File: src/rtl/water_pkg.sv
// Shared types and constants for the water-box level path (sequencer and encoder).
package water_pkg;

  typedef enum logic [1:0] {
    StIdle  = 2'd0,
    StFill  = 2'd1,
    StDrain = 2'd2
  } water_state_e;

  localparam logic [2:0] LEVEL_MAX = 3'd7;
  localparam logic [2:0] LEVEL_MIN = 3'd0;
  localparam logic       DIR_UP    = 1'b1;
  localparam logic       DIR_DOWN  = 1'b0;

  localparam int unsigned TICK_CNT_W = 4;

endpackage

File: src/rtl/water_step_divider.sv
// Counts enabled ticks and emits a one-cycle step pulse every STEP_TICKS of them.
module water_step_divider
  import water_pkg::*;
#(
  parameter int unsigned STEP_TICKS = 4
) (
  input  logic                  clk,
  input  logic                  reset,
  input  logic                  clear_i,
  input  logic                  enable_i,
  output logic                  step_o,
  output logic [TICK_CNT_W-1:0] tick_cnt_o
);

  localparam logic [TICK_CNT_W-1:0] LastTick = TICK_CNT_W'(STEP_TICKS - 1);

  logic [TICK_CNT_W-1:0] tick_cnt_d, tick_cnt_q;

  // Step is combinational so the count update lands on the qualifying tick's edge.
  assign step_o     = enable_i && (tick_cnt_q == LastTick);
  assign tick_cnt_o = tick_cnt_q;

  always_comb begin
    tick_cnt_d = tick_cnt_q;
    if (clear_i) begin
      tick_cnt_d = '0;
    end else if (enable_i) begin
      tick_cnt_d = (tick_cnt_q == LastTick) ? '0 : tick_cnt_q + 1'b1;
    end
  end

  always_ff @(posedge clk or posedge reset) begin
    if (reset) begin
      tick_cnt_q <= '0;
    end else begin
      tick_cnt_q <= tick_cnt_d;
    end
  end

endmodule

File: src/rtl/water_level_sequencer.sv
// Fill/drain FSM producing the 3-bit tank count and direction for the level encoder.
// Optional WATER_AUTO_CYCLE_EN: bounces between 0 and 7 instead of stopping at the bounds.
module water_level_sequencer
  import water_pkg::*;
#(
  parameter int unsigned STEP_TICKS = 4,
  parameter int unsigned INIT_LEVEL = 0
) (
  input  logic       clk,
  input  logic       reset,
  input  logic       tick,
  input  logic       fill_req,
  input  logic       drain_req,
  input  logic       hold,
  output logic [2:0] count_0_7,
  output logic       direction,
  output logic       full,
  output logic       empty,
  output logic       moving
);

  localparam logic [2:0] InitLevel = 3'(INIT_LEVEL);

  water_state_e state_d, state_q;
  logic [2:0]   count_d, count_q;
  logic         dir_d, dir_q;
  logic         full_q, empty_q, moving_q;
  logic         clear, enable, step;
  logic         fill_only, drain_only;
  logic [TICK_CNT_W-1:0] tick_cnt;

  assign fill_only  = fill_req && !drain_req;
  assign drain_only = drain_req && !fill_req;
  assign enable     = tick && !hold && (state_q != StIdle);

  water_step_divider #(
    .STEP_TICKS(STEP_TICKS)
  ) u_div (
    .clk       (clk),
    .reset     (reset),
    .clear_i   (clear),
    .enable_i  (enable),
    .step_o    (step),
    .tick_cnt_o(tick_cnt)
  );

  always_comb begin
    state_d = state_q;
    count_d = count_q;
    dir_d   = dir_q;
    clear   = 1'b0;
    case (state_q)
      StIdle: begin
        if (fill_only && count_q != LEVEL_MAX) begin
          state_d = StFill;
          dir_d   = DIR_UP;
          clear   = 1'b1;
        end else if (drain_only && count_q != LEVEL_MIN) begin
          state_d = StDrain;
          dir_d   = DIR_DOWN;
          clear   = 1'b1;
        end
      end
      StFill: begin
        if (drain_only && count_q != LEVEL_MIN) begin
          state_d = StDrain;
          dir_d   = DIR_DOWN;
          clear   = 1'b1;
`ifdef WATER_AUTO_CYCLE_EN
        end else if (fill_req && drain_req) begin
          state_d = StIdle;
`endif
        end else if (step) begin
          count_d = count_q + 3'd1;
          if (count_d == LEVEL_MAX) begin
`ifdef WATER_AUTO_CYCLE_EN
            state_d = StDrain;
            dir_d   = DIR_DOWN;
            clear   = 1'b1;
`else
            state_d = StIdle;
`endif
          end
        end
      end
      StDrain: begin
        if (fill_only && count_q != LEVEL_MAX) begin
          state_d = StFill;
          dir_d   = DIR_UP;
          clear   = 1'b1;
`ifdef WATER_AUTO_CYCLE_EN
        end else if (fill_req && drain_req) begin
          state_d = StIdle;
`endif
        end else if (step) begin
          count_d = count_q - 3'd1;
          if (count_d == LEVEL_MIN) begin
`ifdef WATER_AUTO_CYCLE_EN
            state_d = StFill;
            dir_d   = DIR_UP;
            clear   = 1'b1;
`else
            state_d = StIdle;
`endif
          end
        end
      end
      default: state_d = StIdle;
    endcase
  end

  // Flags are computed from next-state values so they align with count/state.
  always_ff @(posedge clk or posedge reset) begin
    if (reset) begin
      state_q  <= StIdle;
      count_q  <= InitLevel;
      dir_q    <= DIR_DOWN;
      full_q   <= (InitLevel == LEVEL_MAX);
      empty_q  <= (InitLevel == LEVEL_MIN);
      moving_q <= 1'b0;
    end else begin
      state_q  <= state_d;
      count_q  <= count_d;
      dir_q    <= dir_d;
      full_q   <= (count_d == LEVEL_MAX);
      empty_q  <= (count_d == LEVEL_MIN);
      moving_q <= (state_d != StIdle);
    end
  end

  assign count_0_7 = count_q;
  assign direction = dir_q;
  assign full      = full_q;
  assign empty     = empty_q;
  assign moving    = moving_q;

endmodule

File: config.mk
export PLATFORM = sky130hd
export DESIGN_NAME = water_level_sequencer
export DESIGN_NICKNAME = d
export VERILOG_FILES = /design/src/rtl/water_pkg.sv /design/src/rtl/water_step_divider.sv /design/src/rtl/water_level_sequencer.sv
export SDC_FILE = /design/constraint.sdc
export NUM_CORES = 1
export LEC_CHECK = 0
export ABC_AREA = 1
export CAP_MARGIN = 20
export CORE_MARGIN = 2
export CORE_UTILIZATION = 53
export DETAILED_ROUTE_END_ITERATION = 8
export PLACE_DENSITY = 0.76
export SETUP_SLACK_MARGIN = 0.5
export SKIP_CTS_REPAIR_TIMING = 1
export SYNTH_ARGS = -nofsm -noshare
export SYNTH_HDL_FRONTEND = slang
export SYNTH_SLANG_ARGS = --single-unit
File: constraint.sdc
create_clock -name clk -period 2.25 [get_ports clk]
set_clock_uncertainty 0.05 [all_clocks]
set_input_delay 0.45 -clock clk [delete_from_list [all_inputs] [get_ports clk]]
set_output_delay 0.45 -clock clk [all_outputs]
set_load 0.1 [all_outputs]
==> out/qor.txt, run 1 <==
IR drop worst, VDD = 584 µV
status = finished, final reports clean
CP max stage delay = 0.42 ns
initial antenna violation count = 0
Overflow after GRT = 0
IO Pins = 13
global-route wire length before repair = 3020 µm
mux cell area share after synthesis = 0
clock-pin slew on the worst setup and hold paths = 0.08 ns
Slew HR = 0.679
Simple-Gate Fraction of Synth Area = 0.301
die outline area = 2140 µm²
CTS H-tree depth = 1
Layout Nets = 162
Multi-input gate area = 618 µm²
Vias/cell = 4.89
number of global-route vias before repair = 767
Max-Cap Viols = 0
Setup TNS Final = 0 ns
DRC = 0
Seq/Total Area, Yosys = 0.344
WL/cell = 11.6 µm
Post-Syn Nets = 140
Final Hold Vio Count = 0
Initial DRC Count = 5
FMAX = 583 MHz
WP buf/inv = 1
FP Rows = 15
startpoint types = register
Vias = 827
final wirelength = 1950 µm
PwrDens = 777 nW/µm²
drt pass-1 iters = 4
compound-cell area share of the yosys netlist = 0.0963
DR WL met3 = 70 µm
root buf cell = clkbuf_4
Synth warnings = 0
clock sinks = 13
WL met1 = 940 µm
routed length on met2 = 943 µm
Async S/R FF share, synth = 1.00
core area = 1710 µm²
HP Class = input pin to asynchronous set/reset pin
dpl cell area = 1130 µm²
#FFs+latches synth = 13
Synth Cell Area = 948 µm²
final instance area = 1250 µm²
n_diodes = 0
CP max FO = 4
ANT nets after route = 0
die width = 46.3 µm
share of layout cells above drive strength 1 = 0.340
share of the synthesized area in the top cell type = 0.317
Slew Viols, Final = 0
crit path time final = 1.72 ns
crit path kind = register to register
top-count cell post-synth = nand2_1
predominant post-synthesis flop cell = dfrtp_1
Slew @ Worst Pin = 0.480 ns
WP data arrival = 1.87 ns
combinational family with the most area after synthesis = simple AND/OR/NAND/NOR gates
largest net degree at the start of global routing = 14
post-synth cell types = 21
CTS Buf Count = 3
GP Congestion = 0.874
synth top area cells = dfrtp_1 (32%), ha_1 (15%), nand2_1 (10%)
crit-path cells = inv_2 > ha_2 > nor2_2 > nand2_2 > nor2_4 > nor2_2 > nor2_4 > nor2_2 > nor2_4 > nand2_1 > nor2_1
Post-Syn Instances = 123
Area growth syn-to-layout = 31.4%
Final period util = 0.762
Worst path top cell family by delay = simple AND/OR/NAND/NOR gates
number of synthesized flops with an enable pin = 0
CTS tree = done
Synth area leader = dfrtp_1
GRT Util Overall = 0.197
synth cell count leaders = nand2_1 (26), inv_1 (24), dfrtp_1 (12)
Reg area = 335 µm²
Leak Pwr = 0.604 nW
Critical-path top delay cell = dfrtp_1
unrepaired setup endpoints after global routing = yes
IO Port Bufs = 12
Clk Latency, worst-skew pair = 0.28 ns
Crit. End Element = register
CP required = 2.41 ns
XOR/XNOR share of the synthesized area = 0.0185
maximum clock path buffer count = 2
Util after Layout = 0.730
fillers = 151
Starting Density = 0.555
Top Metal Used = met3
Synth Area in Adders = 0.145
Mean Syn Cell Area = 7.71 µm²
Final setup viols = 0
dpl hpwl = 1470 µm
Die Span Y = 46.3 µm
==> where the power goes <==
group          leakage (nW)  internal, mW  total (mW)  switching (mW)
registers             0.166         0.279       0.310          0.0313
clock network        0.0150        0.0687       0.145          0.0760
logic                 0.423         0.164       0.514           0.350
total                 0.604         0.512       0.969           0.457
==> cells in the final DEF (no fill, tap or decap), drive strengths merged <==
| master | count |
|---|---|
| nand4 | 2 |
| nand3 | 10 |
| ha | 11 |
| nand3b | 1 |
| a21boi | 1 |
| clkdlybuf4s50 | 5 |
| nor2 | 17 |
| dfstp | 1 |
| nand2 | 27 |
| dfrtp | 12 |
| inv | 24 |
| o22ai | 1 |
| nor3 | 1 |
| a211oi | 2 |
| xor2 | 2 |
| buf | 12 |
| a21oi | 6 |
| o21ai | 5 |
| clkbuf | 4 |
==> state kept, by name (all words and copies together), names as in the netlist <==
name	count
u_div.tick_cnt_o	4
count_0_7	3
state_q	2
direction	1
empty	1
full	1
moving	1
==> path summary, 6_finish.rpt <==
path | startpoint | to | slack, ns | cells after the start
max | state_q[1] | empty | 0.53 | 11
min | reset | u_div.tick_cnt_o[0] | 0.44 | 2
max reg2reg | state_q[1] | empty | 0.53 | 11
min reg2reg | u_div.tick_cnt_o[0] | u_div.tick_cnt_o[0] | 0.47 | 1
max in group asynchronous | reset | count_0_7[0] | 1.34 | 2
min in group clk | u_div.tick_cnt_o[0] | u_div.tick_cnt_o[0] | 0.47 | 1
==> layer usage <==
metal,up-vias,global-route usage
li1,429,-
met5,-,0
met3,0,0.0588
met1,379,0.249
met2,19,0.342
met4,0,0.0171
==> worst reg2reg max path, cell delays in order (launching register included) <==
cell	delay, ns
dfrtp_1	0.42
inv_2	0.07
ha_2	0.19
nor2_2	0.12
nand2_2	0.10
nor2_4	0.14
nor2_2	0.06
nor2_4	0.15
nor2_2	0.07
nor2_4	0.12
nand2_1	0.06
nor2_1	0.09
==> area by class of cell <==
| class | instances | area share |
|---|---|---|
| timing repair buffer | 17 | 0.112 |
| sequential | 13 | 0.269 |
| tap | 25 | 0.0251 |
| inverter | 24 | 0.0763 |
| multi-input combinational | 86 | 0.496 |
| clock buffer | 4 | 0.0211 |
==> stage by stage <==
stage	hold WS, ns	instances	power (mW)	setup WS, ns
2_1_floorplan	0.276	123	0.687	0.485
3_3_place_gp	0.455	160	0.775	0.310
3_5_place_dp	0.459	160	0.784	0.290
4_1_cts	0.456	164	0.935	0.393
5_1_grt	0.484	169	1.03	0.443
6_report	0.438	169	0.969	0.535
==> kinds of logic after synthesis <==
group | count (synthesis)
buf+inv | 24
simple gates | 58
compound gates | 15
flops | 13
xor+xnor | 2
fa+ha+maj | 11
Note: power is estimated with default switching activity, not from simulation.
==> inputs of run 2 (changes only) <==
==> constraint.sdc (replaced) <==
create_clock -name clk -period 1.74 [get_ports clk]
set_clock_uncertainty 0.05 [all_clocks]
set_input_delay 0.348 -clock clk [delete_from_list [all_inputs] [get_ports clk]]
set_output_delay 0.348 -clock clk [all_outputs]
set_load 0.1 [all_outputs]
==> out/qor.txt, run 2 (same netlist as run 1, synthesis figures left out) <==
status = finished, violations left
failing checks = negative setup slack
crit path kind = register to register
Flop pwr share = 0.294
Slew HR = 0.674
largest net degree at the start of global routing = 14
clock sinks = 13
Initial DRC Count = 22
CP max FO = 4
maximum clock path buffer count = 2
FP Rows = 15
Max-Cap Viols = 0
fillers = 82
Final Hold Vio Count = 0
clock-pin slew on the worst setup and hold paths = 0.07 ns
dpl cell area = 1300 µm²
drt pass-1 iters = 4
Layout Nets = 173
GP Congestion = 0.900
DRC = 0
ANT nets after route = 0
PwrDens = 924 nW/µm²
Setup crit start = count_0_7[1]
CTS H-tree depth = 1
IO Pins = 13
Sw Ratio = 0.458
CTS tree = done
crit path time final = 1.82 ns
P_int = 766 µW
Clk Latency, worst-skew pair = 0.27 ns
clock network power share = 0.128
root buf cell = clkbuf_4
dpl hpwl = 1630 µm
final instance area = 1530 µm²
IO Port Bufs = 12
total chip power = 1.41 mW
Comb power frac = 0.578
Slew Viols, Final = 0
Final setup viols = 3
WP data arrival = 1.97 ns
startpoint types = register
max FFs per register = 4
n_diodes = 0
Final period util = 1.05
Crit. End Element = register
number of global-route vias before repair = 866
CTS Buf Count = 3
share of layout cells above drive strength 1 = 0.516
Overflow after GRT = 0
Starting Density = 0.555
Vias = 957
die width = 46.3 µm
most frequent cells in the layout = inv_1 (18), nand2_1 (18), buf_4 (13)
IR drop worst, VDD = 1090 µV
die outline area = 2140 µm²
Leak Pwr = 0.701 nW
WL/cell = 15.7 µm
global-route wire length before repair = 3590 µm
GRT Util Overall = 0.237
Vias/cell = 5.32
core area = 1710 µm²
FMAX = 550 MHz
unrepaired setup endpoints after global routing = yes
initial antenna violation count = 0
Psw = 648 µW
HP Class = input pin to asynchronous set/reset pin
placed cell count = 165
final wirelength = 2820 µm
Die Span Y = 46.3 µm
final worst slack = -0.0785 ns
Area growth syn-to-layout = 61.3%
CP required = 1.89 ns
fin cells = 180
FF-to-FF Start = count_0_7[1]
Slew @ Worst Pin = 0.488 ns
run 2: changes by cell type in the layout (fill, tap and decap cells not counted), sizes merged:
cell    change
clkinv      +1
inv         -1
buf        +11
run 2: layout make-up:
type / count / area, µm² / share of cell area
clock buffers: 4 / 26.3 / 0.0172
multi-input cells: 86 / 709 / 0.464
flip-flops and latches: 13 / 339 / 0.222
well taps: 25 / 31.3 / 0.0204
repair buffers: 28 / 322 / 0.210
inverters: 24 / 103 / 0.0670
run 2: metal layers:
| layer | vias up | global-route usage | share of wire |
|---|---|---|---|
| met3 | 9 | 0.0235 | 0.040 |
| met4 | 0 | 0.131 | 0.025 |
| li1 | 454 | - | - |
| met5 | - | 0 | 0 |
| met1 | 464 | 0.317 | 0.40 |
| met2 | 30 | 0.372 | 0.53 |
run 2: path summary, 6_finish.rpt:
check / to / slack [ns] / cells past startpoint
setup / recovery: full / -0.08 / 10
hold / removal: u_div.tick_cnt_o[1] / 0.34 / 2
setup reg to reg: full / -0.08 / 10
hold reg to reg: u_div.tick_cnt_o[0] / 0.49 / 1
max in group asynchronous: count_0_7[0] / 0.93 / 2
min in group clk: u_div.tick_cnt_o[0] / 0.49 / 1
run 2: through the flow:
stage	hold WS, ns	setup WS [ns]	utilization	TNS, ns
after floorplan	0.174	0.00552	-	0
after global placement	0.459	-0.0915	0.760	-0.336
after detailed placement	0.467	-0.109	0.760	-0.685
after CTS	0.356	-0.0365	0.775	-0.0631
after global routing	0.407	-0.137	0.896	-0.499
final	0.341	-0.0785	0.896	-0.139
run 2: power by group through the flow:
stage                     clock, mW  combinational (mW)  sequential, mW
after floorplan                   0               0.318           0.581
after global placement            0               0.696           0.418
after detailed placement          0               0.705           0.421
after CTS                     0.183               0.708           0.414
after global routing          0.198               0.868           0.425
final                         0.181               0.817           0.416
run 2: critical path, cell delays in order (launching register included):
cell	delay (ns)
dfrtp_4	0.53
ha_4	0.18
ha_4	0.16
inv_4	0.06
nand4_1	0.15
nand3_2	0.13
nor2_4	0.06
buf_6	0.12
o21ai_2	0.14
nand2_1	0.08
nor2_1	0.09
